<file path="config.mk">
export PLATFORM = sky130hd
export DESIGN_NAME = add_32bit_seq_flat
export DESIGN_NICKNAME = d
export VERILOG_FILES = /design/src/rtl/add_32bit_seq_if.sv /design/src/rtl/add_32bit_seq.sv /design/src/flat_wrapper.sv
export SDC_FILE = /design/constraint.sdc
export NUM_CORES = 1
export LEC_CHECK = 0
export CAP_MARGIN = 20
export CORE_ASPECT_RATIO = 1.4
export CORE_MARGIN = 1.5
export CORE_UTILIZATION = 45
export DETAILED_ROUTE_END_ITERATION = 6
export MAX_ROUTING_LAYER = met4
export PLACE_DENSITY = 0.82
export SETUP_SLACK_MARGIN = 0.05
export SYNTH_ARGS = -nofsm -noshare
export SYNTH_HDL_FRONTEND = slang
export SYNTH_SLANG_ARGS = --single-unit
</file>
<file path="constraint.sdc">
create_clock -name clk -period 5 [get_ports clk]
set_clock_uncertainty 0.15 [all_clocks]
set_input_delay 1.25 -clock clk [delete_from_list [all_inputs] [get_ports clk]]
set_output_delay 1.25 -clock clk [all_outputs]
set_load 0.03 [all_outputs]
</file>
<file path="src/rtl/add_32bit_seq_if.sv">
// Operand/result handshake bundle for add_32bit_seq.
// The slave modport is the adder's view and the master modport is the driver/consumer's view.
interface add_32bit_seq_if;
   logic        in_valid;
   logic        in_ready;
   logic [31:0] a;
   logic [31:0] b;
   logic        out_valid;
   logic        out_ready;
   logic [31:0] sum;
   logic        overflow;
   logic        busy;

   modport slave (
      input  in_valid, a, b, out_ready,
      output in_ready, out_valid, sum, overflow, busy
   );

   modport master (
      output in_valid, a, b, out_ready,
      input  in_ready, out_valid, sum, overflow, busy
   );
endinterface

</file>
<file path="src/rtl/add_32bit_seq.sv">
// Byte-serial 32-bit two's-complement adder (8 bits per cycle) with valid/ready handshake.
// Optional macro ADD_SAT_EN: saturate the sum on signed overflow.
//
// state | meaning
// IDLE  | waiting for operands, in_ready high, last result held
// CALC  | one byte per cycle, carry rippling upward
// DONE  | result valid, held until out_ready
module add_32bit_seq (
   input  logic            clk,
   input  logic            rst,
   add_32bit_seq_if.slave  bus
);
   typedef enum logic [1:0] {IDLE, CALC, DONE} state_t;

   state_t      state_q;
   logic [31:0] a_q, b_q, sum_q;
   logic        carry_q, overflow_q;
   logic [1:0]  idx_q;
   logic        in_ready_q, out_valid_q, busy_q;

   logic [7:0]  a_byte, b_byte;
   logic [8:0]  byte_sum_d;
   logic        ovf_d;
   logic [31:0] sat_d;

   always_comb begin
      a_byte     = a_q[{idx_q, 3'b000} +: 8];
      b_byte     = b_q[{idx_q, 3'b000} +: 8];
      byte_sum_d = {1'b0, a_byte} + {1'b0, b_byte} + {8'b0, carry_q};
      // byte_sum_d[7] is bit 31 of the raw sum when the top byte is in flight
      ovf_d      = (a_q[31] == b_q[31]) & (byte_sum_d[7] != a_q[31]);
      sat_d      = a_q[31] ? 32'h8000_0000 : 32'h7FFF_FFFF;
   end

   always_ff @(posedge clk) begin
      if (rst) begin
         state_q     <= IDLE;
         a_q         <= '0;
         b_q         <= '0;
         sum_q       <= '0;
         carry_q     <= 1'b0;
         overflow_q  <= 1'b0;
         idx_q       <= 2'd0;
         in_ready_q  <= 1'b1;
         out_valid_q <= 1'b0;
         busy_q      <= 1'b0;
      end else begin
         unique case (state_q)
            IDLE: begin
               if (bus.in_valid && in_ready_q) begin
                  a_q        <= bus.a;
                  b_q        <= bus.b;
                  carry_q    <= 1'b0;
                  idx_q      <= 2'd0;
                  state_q    <= CALC;
                  in_ready_q <= 1'b0;
                  busy_q     <= 1'b1;
               end
            end
            CALC: begin
               sum_q[{idx_q, 3'b000} +: 8] <= byte_sum_d[7:0];
               carry_q <= byte_sum_d[8];
               idx_q   <= idx_q + 2'd1;
               if (idx_q == 2'd3) begin
                  state_q     <= DONE;
                  out_valid_q <= 1'b1;
                  overflow_q  <= ovf_d;
`ifdef ADD_SAT_EN
                  if (ovf_d) begin
                     sum_q <= sat_d;
                  end
`endif
               end
            end
            DONE: begin
               if (bus.out_ready) begin
                  state_q     <= IDLE;
                  out_valid_q <= 1'b0;
                  busy_q      <= 1'b0;
                  in_ready_q  <= 1'b1;
               end
            end
            default: state_q <= IDLE;
         endcase
      end
   end

`ifndef ADD_SAT_EN
   logic unused_sat;
   assign unused_sat = ^sat_d;
`endif

   assign bus.in_ready  = in_ready_q;
   assign bus.out_valid = out_valid_q;
   assign bus.sum       = sum_q;
   assign bus.overflow  = overflow_q;
   assign bus.busy      = busy_q;
endmodule

</file>
<file path="src/flat_wrapper.sv">
// flat-port wrapper written by rule: the top's interface ports become plain ports
module add_32bit_seq_flat 
  (clk, rst, bus_in_valid, bus_a, bus_b, bus_out_ready, bus_in_ready, bus_out_valid, bus_sum, bus_overflow, bus_busy);
  add_32bit_seq_if bus_i ();
  input  logic clk;
  input  logic rst;
  input wire logic [$bits(bus_i.in_valid)-1:0] bus_in_valid;
  input wire logic [$bits(bus_i.a)-1:0] bus_a;
  input wire logic [$bits(bus_i.b)-1:0] bus_b;
  input wire logic [$bits(bus_i.out_ready)-1:0] bus_out_ready;
  output wire logic [$bits(bus_i.in_ready)-1:0] bus_in_ready;
  output wire logic [$bits(bus_i.out_valid)-1:0] bus_out_valid;
  output wire logic [$bits(bus_i.sum)-1:0] bus_sum;
  output wire logic [$bits(bus_i.overflow)-1:0] bus_overflow;
  output wire logic [$bits(bus_i.busy)-1:0] bus_busy;
  assign bus_i.in_valid = bus_in_valid;
  assign bus_i.a = bus_a;
  assign bus_i.b = bus_b;
  assign bus_i.out_ready = bus_out_ready;
  assign bus_in_ready = bus_i.in_ready;
  assign bus_out_valid = bus_i.out_valid;
  assign bus_sum = bus_i.sum;
  assign bus_overflow = bus_i.overflow;
  assign bus_busy = bus_i.busy;
  add_32bit_seq u_core (.clk(clk), .rst(rst), .bus(bus_i));
endmodule
</file>
==> metrics.md <==
| Metric | Value |
|---|---|
| Compound-cell area share of the yosys netlist | `0.176` |
| Cell Area, Synth | `4520 µm²` |
| Initial core utilization | `0.459` |
| Share of the synthesized area in the top cell type | `0.465` |
| CTS Hold Buffers Added | `0` |
| CP max stage cell | `dfxtp_1` |
| Pin count of the biggest net entering global routing | `about 70` |
| Vias per cell | `~5.4` |
| Sequential share of the synthesized area | `0.465` |
| Tmin final | `~3700 ps` |
| First-pass GRT wire length | `17900 µm` |
| Cells taking the most area after synthesis | `dfxtp_1, nand2_1, a21oi_1` |
| Die Ht | `around 120 µm` |
| Sink Count | `~110` |
| Status | `finished, final reports clean` |
| Crit-path max FO | `13` |
| Final period util | `0.738` |
| Unrepaired setup endpoints after global routing | `no` |
| Max incr delay on CP | `approximately 740 ps` |
| Number of CTS-inserted buffers | `9` |
| Commonest non-fill, non-tap cells in the layout | `nand2_1, dfxtp_1, clkdlybuf4s50_1` |
| Fin Hold WS | `between 200 and 300 ps` |
| Share of layout cells above drive strength 1 | `0.0687` |
| # fillers | `roughly 840` |
| Post-Synth Adder-Cell Area | `0.0448` |
| DRT iter0 DRCs | `about 300` |
| Synth cell types | `42` |
| Worst path cell trace | `mux4_2 -> fa_1 -> inv_1 -> fa_1 -> nor2b_1 -> o31ai_1 -> a2111oi_0 -> nor3_1 -> o31ai_1` |
| Final hold vios | `0` |
| Slew HR | `0.411` |
| Pwr dens | `between 300 and 400 nW/µm²` |
| Hpwl dp | `between 8000 and 9000 µm` |
| Post-CTS Setup Inserts | `0` |
| Setup_tns | `0 ps` |
| Area leader, netlist | `dfxtp_1` |
| # nets final | `around 690` |
| Hold Path Class | `flip-flop to flip-flop` |
| Post-synthesis xor/xnor area fraction | `0.00581` |
| Routed length per instance | `between 15 and 20 µm` |
| Setup violations, final | `0` |
| Number of antenna-violating nets in the routed design | `0` |
| Slew Limit Fails | `0` |
| Worst slew pin tran | `between 800 and 900 ps` |
| Syn_area_per_cell | `8.68 µm²` |
| Highest clock rate | `271 MHz` |
| # IOs | `between 100 and 150` |
| CTS max path bufs | `2` |
| Syn_nets | `just over 600` |
| Grt total ovfl | `0` |
| Syn Inst Count | `approximately 520` |
| Synth Area in Simple Gates | `0.184` |
| Area grow syn2layout | `32.0%` |
| Clk Latency, worst-skew pair | `roughly 340 ps` |
| Row cnt | `43` |
| Vias in the first global route | `roughly 3800` |
| Worst Path Required | `a little over 5000 ps` |
| Mux share of post-synthesis cell area | `0.0819` |
| VDD IR-drop max | `between 0.00015 and 0.0002 V` |
| Die W | `~90 µm` |
| Cts repair resizes | `0` |
| # DRC | `0` |
| Number of synthesized register bits | `about 110` |
| Port Buffers | `just over 100` |
| Setup CP Type | `flip-flop to flip-flop` |
| Clock transition at path regs | `roughly 70 ps` |
| Most common cell after layout, fill and taps aside | `nand2_1` |
| CORE AREA | `9850 µm²` |
| Antenna diodes | `0` |
| Leakage | `2.13 nW` |
| Worst setup EP type | `flip-flop` |
| H-tree depth | `3` |
| Critical Path AT | `3750 ps` |
| CTS tree | `built` |
| CP startpoint kind | `flip-flop` |
| First-pass DRT Iterations | `5` |
| Yosys warnings | `0` |
| Clock root buffer | `clkbuf_16` |
| Total track usage | `0.224` |
| WL final | `11400 µm` |
| Die Footprint | `10700 µm²` |
| Overall power | `2.00 mW` |
| Initial antenna violation count | `0` |
| Gp weighted congestion | `0.829` |
| Largest family of logic cells by synthesized area | `simple AND/OR/NAND/NOR gates` |
| MaxCap Viol Count | `0` |
| Vias post-DR | `about 4000` |
critical path: cells and delay by family (launching register included):
family | cells | cell delay (ps)
buf+inv | 1 | 100
flops | 1 | 740
compound gates | 3 | 960
mux | 1 | 420
simple gates | 2 | 540
fa+ha+maj | 2 | 650
layer usage:
| layer | GRT usage | vias up | share of wire |
|---|---|---|---|
| met5 | - | - | 0 |
| met4 | 0.105 | 0 | 0.033 |
| met3 | 0.0379 | 30 | 0.042 |
| met2 | 0.394 | 133 | 0.53 |
| met1 | 0.242 | 1917 | 0.39 |
| li1 | - | 1970 | - |
cell families (layout without fill, tap and decap cells):
group                    count (synthesis)  in the layout
flip-flops                             105            105
XOR/XNOR                                 3              3
adder cells (fa/ha/maj)                 15             15
AO/OA/AOI/OAI                          132            132
AND/OR/NAND/NOR                        201            201
buffers and inverters                   48            138
multiplexers                            17             17
path summary, 6_finish.rpt:
kind              depth (start not counted)               start            endpoint  slack, ps
setup / recovery                          9     u_core.idx_q[1]  u_core.bus.sum[14]       1310
hold / removal                            2  u_core.bus.sum[22]  u_core.bus.sum[22]        300
setup reg to reg                          9     u_core.idx_q[1]  u_core.bus.sum[14]       1310
hold reg to reg                           2  u_core.bus.sum[22]  u_core.bus.sum[22]        300
metrics by stage:
stage	setup WS, ps	util	std cells	cell area (µm²)
after floorplan	1440	-	521	4520
after global placement	1480	0.571	730	5620
after detailed placement	1340	0.571	730	5620
after CTS	1300	0.606	746	5970
after global routing	1020	0.606	746	5970
final	1310	0.606	746	5970
sequential cells by signal, summed over array words and instances, names as in the netlist:
name and flops:
u_core.a_q 32, u_core.bus.out_valid 1, u_core.b_q 32, u_core.bus.sum 32, u_core.bus.overflow 1, u_core.bus.busy 1
u_core.state_q 2, u_core.carry_q 1, u_core.bus.in_ready 1, u_core.idx_q 2
synth_stat cells:
cell         n
nor2_1      34
clkbuf_1    22
nor3_1       3
a32oi_1      4
mux2i_1      1
and3_1       1
nor4_1       1
and2_1       2
nor2b_1      4
buf_2        9
xnor2_1      3
a31o_2       1
a211oi_2     1
nand3_1      2
a311oi_1     2
buf_1        4
o41ai_1      1
o21ai_1      4
nand2_1    139
a211oi_1     1
a32o_1       4
and4_1       2
inv_1       13
nand4_1      2
a21o_1       1
ha_1        13
nor3b_1      3
o31ai_1      3
o211a_1      1
or3_1        2
nand3b_1     2
fa_1         2
dfxtp_1    105
mux4_2      16
a22oi_1     21
o22ai_1      2
o21ai_0      2
a2111oi_0    1
a21oi_1     82
o21a_1       1
or3b_1       1
nand2b_1     3
power breakdown:
group	total [mW]	internal (mW)	switching (mW)	leakage [nW]
clock network	0.801	0.502	0.299	0.166
registers	0.908	0.877	0.0303	0.855
logic	0.291	0.132	0.159	1.11
final cells by class:
cell class | instances | area (µm²) | share of cell area
multi-input combinational | 368 | 2230 | 0.374
sequential | 105 | 2100 | 0.352
timing repair buffer | 109 | 1070 | 0.179
clock buffer | 11 | 243 | 0.0407
tap | 135 | 169 | 0.0283
clock inverter | 5 | 103 | 0.0172
inverter | 13 | 48.8 | 0.00817
(Power assumes the default switching activity.)
